--- src/rtl/cpu_out_display.sv ---
// cpu_out_display: shows the CPU output port as decimal on a 4-digit multiplexed seven-segment display
module cpu_out_display #(
  parameter int REFRESH_DIV = 16,
  parameter bit LZ_BLANK    = 1'b0
) (
  input  logic        boardCLK,
  input  logic        reset,
  input  logic [7:0]  cpuOut,
  output logic [11:0] bcd,
  output logic        busy,
  output logic [6:0]  seg,
  output logic        dp,
  output logic [3:0]  an
);
  localparam int CW = $clog2(REFRESH_DIV);
  localparam logic [CW-1:0] LAST = CW'(REFRESH_DIV - 1);
  typedef enum logic [1:0] {IDLE, CONV, LATCH} state_t;
  state_t state;
  logic [7:0] cap_val;
  logic [19:0] sr, adj;
  logic [2:0] step;
  logic [CW-1:0] cnt;
  logic [1:0] sel;
  logic [3:0] nib;
  logic blank;
  function automatic logic [3:0] add3(input logic [3:0] n);
    return n >= 4'd5 ? n + 4'd3 : n;
  endfunction
  function automatic logic [6:0] decode(input logic [3:0] n);
    case (n)
      4'd0: return 7'b1000000;
      4'd1: return 7'b1111001;
      4'd2: return 7'b0100100;
      4'd3: return 7'b0110000;
      4'd4: return 7'b0011001;
      4'd5: return 7'b0010010;
      4'd6: return 7'b0000010;
      4'd7: return 7'b1111000;
      4'd8: return 7'b0000000;
      4'd9: return 7'b0010000;
      default: return 7'b1111111;
    endcase
  endfunction
  // one double-dabble step: correct each BCD nibble, then shift
  assign adj = {add3(sr[19:16]), add3(sr[15:12]), add3(sr[11:8]), sr[7:0]};
  always_ff @(posedge boardCLK or posedge reset) begin
    if (reset) begin
      state   <= IDLE;
      cap_val <= '0;
      sr      <= '0;
      step    <= '0;
      bcd     <= '0;
      busy    <= 1'b0;
    end else begin
      case (state)
        IDLE: if (cpuOut != cap_val) begin
          cap_val <= cpuOut;
          sr      <= {12'b0, cpuOut};
          step    <= '0;
          busy    <= 1'b1;
          state   <= CONV;
        end
        CONV: begin
          sr    <= {adj[18:0], 1'b0};
          step  <= step + 3'd1;
          state <= step == 3'd7 ? LATCH : CONV;
        end
        LATCH: begin
          bcd   <= sr[19:8];
          busy  <= 1'b0;
          state <= IDLE;
        end
        default: state <= IDLE;
      endcase
    end
  end
  always_ff @(posedge boardCLK or posedge reset) begin
    if (reset) begin
      cnt <= '0;
      sel <= '0;
    end else if (cnt == LAST) begin
      cnt <= '0;
      sel <= sel + 2'd1;
    end else begin
      cnt <= cnt + 1'b1;
    end
  end
  always_comb begin
    nib   = sel == 2'd0 ? bcd[3:0] : sel == 2'd1 ? bcd[7:4] : bcd[11:8];
    blank = sel == 2'd3 || (LZ_BLANK && sel == 2'd2 && bcd[11:8] == 4'd0) ||
            (LZ_BLANK && sel == 2'd1 && bcd[11:4] == 8'd0);
    seg   = blank ? 7'b1111111 : decode(nib);
  end
  assign an = ~(4'b0001 << sel);
  assign dp = 1'b1;
endmodule
--- config.mk ---
export PLATFORM = sky130hd
export DESIGN_NAME = cpu_out_display
export DESIGN_NICKNAME = d
export VERILOG_FILES = /design/src/rtl/cpu_out_display.sv
export SDC_FILE = /design/constraint.sdc
export NUM_CORES = 1
export LEC_CHECK = 0
export ABC_AREA = 1
export ABC_CLOCK_PERIOD_IN_PS = 2400
export BUFFER_PORTS_ARGS = -buffer_cell sky130_fd_sc_hd__buf_2
export CAP_MARGIN = 5
export CELL_PAD_IN_SITES_DETAIL_PLACEMENT = 1
export CELL_PAD_IN_SITES_GLOBAL_PLACEMENT = 2
export CORE_MARGIN = 1
export CORE_UTILIZATION = 34
export DETAILED_ROUTE_END_ITERATION = 8
export PLACE_DENSITY_LB_ADDON = 0.2
export SKIP_LAST_GASP = 1
export SYNTH_ARGS = -nofsm -noshare
export SYNTH_HDL_FRONTEND = slang
export SYNTH_SLANG_ARGS = --single-unit
--- constraint.sdc ---
create_clock -name boardCLK -period 2.4 [get_ports boardCLK]
set_input_delay 0.24 -clock boardCLK [delete_from_list [all_inputs] [get_ports boardCLK]]
set_output_delay 0.24 -clock boardCLK [all_outputs]
set_load 0.005 [all_outputs]
== After elaboration in Yosys (flattened, before gate mapping) ==
Memories as Yosys holds them, arrays and structs flattened.
Index checks and enable logic that the tools add are counted.

* Eq/ne operators: 8
* Bitwise gates (word level): 1
* Add/subtract/negate cells: 6
* Reductions and logical operators: 7
* $lt $le $gt $ge: 3
* Shifts and indexed selects: 1
* Multiplexer cells: 16

{| class="wikitable"
|+ Operator list
! cell !! count
|-
| case mux 20 bit (2 select lines) || 1
|-
| two-way mux 20 bit || 1
|-
| two-way mux 4 bit || 5
|-
| >= comparator 4 x 3 -> 1 bit, second input constant || 3
|-
| adder 4 x 2 -> 4 bit, second input constant || 2
|-
| != test 8 bit || 1
|-
| two-way mux 7 bit || 1
|-
| two-way mux 3 bit || 2
|-
| case mux 3 bit (2 select lines) || 1
|-
| AND reduction 2 bit || 3
|-
| adder 4 x 1 -> 4 bit, second input constant || 1
|-
| == test 2 x 1 -> 1 bit, second input constant || 2
|-
| == test 2 bit, second input constant || 2
|-
| == test 4 bit, second input constant || 1
|-
| logical NOT 2 bit || 2
|-
| two-way mux 2 bit || 2
|-
| NOT 4 bit || 1
|-
| case mux 2 bit (2 select lines) || 1
|-
| nonzero test 2 bit || 2
|-
| << shifter 1 x 2 -> 4 bit, first input constant || 1
|-
| adder 3 x 1 -> 3 bit, second input constant || 1
|-
| adder 3 x 2 -> 3 bit, second input constant || 1
|-
| == test 3 bit, second input constant || 1
|-
| adder 2 x 1 -> 2 bit, second input constant || 1
|-
| 3 further kinds || 3
|}

* Input port bits: 10
* Output and inout bits: 25
* Bits in registers: 52
* Memory bits (read-only): 112
* Logic and storage cells: 51
* Memories: 1

{| class="wikitable"
|+ Memory list
! name !! depth !! bits a word !! read ports !! clocked after Yosys merged registers in !! wr ports !! RTL line !! source
|-
| (no name shown) || 16 || 7 || 1 || 0 || 0 || 30 || <nowiki>case (n)</nowiki>
|}

== Depth between registers and ports, before layout ==
An unclocked memory read counts as a cell.

* Depth in word-level cells: 5
* Depth in mapped cells: 12
* Mapped depth without buffers: 12

== Least setup slack after synthesis ==
No wires, ideal clock.

* Path kind: flip-flop to output port
* Start: register sel[0]
* End: output port seg[3]
* Stages on the path, launching flop included: 12
* Required time: 2160 ps
* Slack: 372 ps
* Arrival time: 1788 ps
* Buffers on the path: 0
* Path through: dfrtp_1 inv_1 ha_1 inv_2 nand2_1 nand2_2 clkinv_1 ha_1 or2_1 nand2_1 nand2_1 nand2_1

* Cells in the longest elaborated chain, start to end: 5
* Elaborated cells on any way between the ends: 7
* Those cells by class: eq/ne: 2; mux: 3; reduce/logical: 1; memory: 1

{| class="wikitable"
|+ RTL lines
! element !! RTL line !! source
|-
| start, declared || 23 || <nowiki>logic [1:0] sel;</nowiki>
|-
| start signal, assigned || 83 || <nowiki>sel <= sel + 2'd1;</nowiki>
|-
| == test 2 x 1 -> 1 bit || 89 || <nowiki>nib = sel == 2'd0 ? bcd[3:0] : sel == 2'd1 ? bcd[7:4] : bcd[11:8];</nowiki>
|-
| two-way mux 4 bit (2 in a row) || 89 ||
|-
| memory (16 x 7 bit) || n/a ||
|-
| two-way mux 7 bit (*) || 92 || <nowiki>seg = blank ? 7'b1111111 : decode(nib);</nowiki>
|-
| end, declared || 11 || <nowiki>output logic [6:0] seg,</nowiki>
|}

Every way passes the cells marked *; elsewhere a longest branch is shown, timed or not.

== Worst setup path after layout ==
* Start: register sel[1]
* End: output port seg[3]

Same word-level chain as after synthesis.

==> impl_metrics.csv <==
group,metric,value,unit
outcome,status,"finished clean",
setup_path,crit_buf_inv,4,
timing,setup_tns,0,ns
global_routing,antenna_found_initial,0,
timing,max_freq,0.430,GHz
layout,area_delta_synth_final,17.0,%
detailed_routing,dr_total_vias,2395,
cts,clock_sinks,52,
detailed_routing,routed_wl,6610,um
floorplanning,rows,32,
synthesis,synth_cell_types,27,
layout,final_nets,425,
global_routing,grt_pass1_wl,11600,um
synthesis,synth_nets,385,
synthesis,ys_seq_area_share,46.2,%
layout,antenna-diode-count,0,
placed_design,dp_hpwl,4720,um
cts,cts_max_path_buffers,2,
layout,nFillCells,986,
synthesis,ys_seq_elements,52,
run,cap_violations,0,
setup_path,reg2reg_to,"sr[9]$_DFFE_PP0P_",
setup_path,rrSetupSlack,0.76,ns
layout,drive_above_1_share,18.9,%
detailed_routing,routedWlPerCell,13.1,um
placed_design,dp.cells,490,
floorplanning,fp.dieW,93.0,um
global_routing,grtUsageTotal,16.8,%
timing,period_share,96.9,%
cts,clock_tree.root_cell,"clkbuf_8",
cts,cts_made_buffers,5,
setup_path,crit_top_cell,"nand2_1",
synthesis,yosysWarnings,0,
detailed_routing,first_pass_iters,4,
setup_path,cp.depth,13,
setup_path,cpMaxStageDelayCell,"dfrtp_1",
setup_path,ff2ff_path_depth,8,
placed_design,io_buffer_count,33,
synthesis,synth_area,2820,um^2
setup_path,crit_end,"seg[3]",
timing,hold_violations,0,
setup_path,worstPathArrival,2.08,ns
cts,insertion_delay,0.31,ns
worst_hold_path,hp-class,"input port to flip-flop",
setup_path,worstSetupStartpoint,"sel[1]$_DFFE_PP0N_",
detailed_routing,drt_iter0_drc,87,
placed_design,globalplace.congestion,0.732,
timing,setup_viol,0,
power,p_total,3780,uW
timing,finalCriticalPeriod,2.32,ns
setup_path,critical_path_class,"flip-flop to primary output",
global_routing,grt_overflow,0,
power,vdd_drop_max,0.338,mV
floorplanning,die_height,93.0,um
floorplanning,start_util,35.7,%
setup_path,path_delay_family,"simple AND/OR/NAND/NOR gates",
cts,clk_pin_slew,0.10,ns
detailed_routing,drc_errors,0,
timing,finalMaxSlewViolations,0,
global_routing,grt_max_degree,50,
detailed_routing,antenna_left,0,
cts,cts_tree,"done",
setup_path,worst_setup_path_end_kind,"primary output",
power,power_density,1150,nW/um^2
layout,final_cell_count_no_fill,504,
floorplanning,die-area,8660,um^2
cts,cts_max_level,2,
floorplanning,num_io_pins,35,
setup_path,path_cells,"inv_2 > ha_4 > inv_2 > nand2_1 > nand2_1 > o21ai_2 > inv_2 > ha_4 > or2_1 > nand2_1 > nand2_1 > nand2_1 > buf_2",
timing,skew,0.00755,ns
synthesis,avgSynthCellArea,7.81,um^2
power,p_leak,0.00168,uW
setup_path,start_kind,"flip-flop",
setup_path,required,2.16,ns
global_routing,grt_pass1_vias,2509,
floorplanning,core-area,7890,um^2
setup_path,cp_max_fo,6,
synthesis,synthCells,361,
layout,final_cell_mix,"nand2_1 (111), dfrtp_1 (52), inv_1 (41)",
setup_path,reg2reg_from,"sr[8]$_DFFE_PP0P_",
setup_path,slowest_delay,0.40,ns
detailed_routing,via_per_inst,4.75,
timing,rsz0062_at_grt,"true",
layout,final_common_cell,"nand2_1",
-- per-layer routing --
metal  part of all wire (%)  global-route usage (%)  vias to the layer above
met4                    1.4                    5.00                        0
met2                     48                    29.6                       35
li1                       -                       -                     1212
met5                      0                       0                        -
met3                    2.5                    2.52                        8
met1                     48                    21.1                     1140
-- cell type report --
class	instances	area (um^2)	share of cell area (%)
Clock buffer	7	86.3	2.62
Sequential cell	52	1300	39.5
Inverter	52	199	6.03
Tap cell	102	128	3.87
Timing Repair Buffer	45	270	8.20
Multi-Input combinational cell	245	1310	39.6
Clock inverter	1	7.51	0.228
-- synthesized netlist by cell type --
cell type    n  share of area [%]
a21oi_1      8                1.4
a21oi_4      1               0.58
buf_2        1               0.18
buf_4        5                1.3
clkbuf_1     6               0.80
clkinv_1     1               0.13
conb_1       1               0.13
dfrtp_1     52                 46
ha_1        14                6.2
inv_1       44                5.9
inv_2        7               0.93
nand2_1    112                 15
nand2_2      2               0.44
nand2_4      1               0.40
nand3_1     34                6.0
nand4_1      1               0.22
nor2_1      12                1.6
o211ai_1     2               0.53
o211ai_2     1               0.44
o21ai_0     29                5.2
o21ai_1     15                2.7
o21ai_2      2               0.62
o21ai_4      1               0.58
or2_1        1               0.22
or2_2        1               0.22
xnor2_1      5                1.6
xor2_1       2               0.62
-- worst min-delay path by stage --
stage	from	endpoint	depth (start not counted)	slack, ns
after global placement	reset	sr[15]$_DFFE_PP0P_	2	0.12
after floorplan	cpuOut[1]	cap_val[1]$_DFFE_PP0P_	2	0.38
after detailed placement	reset	sr[14]$_DFFE_PP0P_	2	0.12
final	cpuOut[1]	cap_val[1]$_DFFE_PP0P_	3	0.19
after CTS	cpuOut[4]	cap_val[4]$_DFFE_PP0P_	3	0.18
after global routing	cpuOut[1]	cap_val[1]$_DFFE_PP0P_	3	0.21
-- metrics by stage --
| stage | worst slack [ns] | util [%] | cell area [um^2] | hold slack [ns] |
|---|---|---|---|---|
| 5_1_grt | -0.109 | 41.8 | 3300 | 0.214 |
| 2_1_floorplan | 0.372 | - | 2820 | 0.379 |
| 3_3_place_gp | 0.196 | 39.3 | 3100 | 0.117 |
| 3_5_place_dp | 0.126 | 39.3 | 3100 | 0.124 |
| 4_1_cts | 0.000475 | 41.4 | 3270 | 0.182 |
| 6_report | 0.0754 | 41.8 | 3300 | 0.193 |
-- worst min-delay path: cells and delay by family --
| kind | cells | cell delay [ns] |
|---|---|---|
| buf+inv | 2 | 0.17 |
| compound gates | 1 | 0.06 |
-- state kept, by name, summed over array words and instances, names as in the netlist --
signal	count
cap_val	8
sr	20
state	2
busy	1
bcd	12
cnt	4
sel	2
step	3
-- repair_timing --
| item | CTS | global route |
|---|---|---|
| endpoints found under the hold margin | 3 | 0 |
| setup buffers | 4 | 1 |
| pin swaps | 2 | 4 |
| resized for setup | 8 | 4 |
| hold buffers | 1 | 0 |
| setup endpoints to repair | 3 | 1 |
-- cells by family (layout without fill, tap and decap cells) --
logic type | Yosys count | in the layout | share of synthesized area (%)
compound gates | 59 | 59 | 12.0
xor+xnor | 7 | 7 | 2.18
fa+ha+maj | 14 | 14 | 6.22
simple gates | 164 | 164 | 24.1
other cells | 1 | 1 | 0.133
buf+inv | 64 | 105 | 9.24
flops | 52 | 52 | 46.2
-- power by group --
group          internal [uW]  total [uW]  switching, uW
Clock                    235         536            301
Combinational            662        1730           1070
Sequential              1230        1510            283
Total                   2130        3780           1650
No activity file was read; power rests on OpenSTA's default activity.
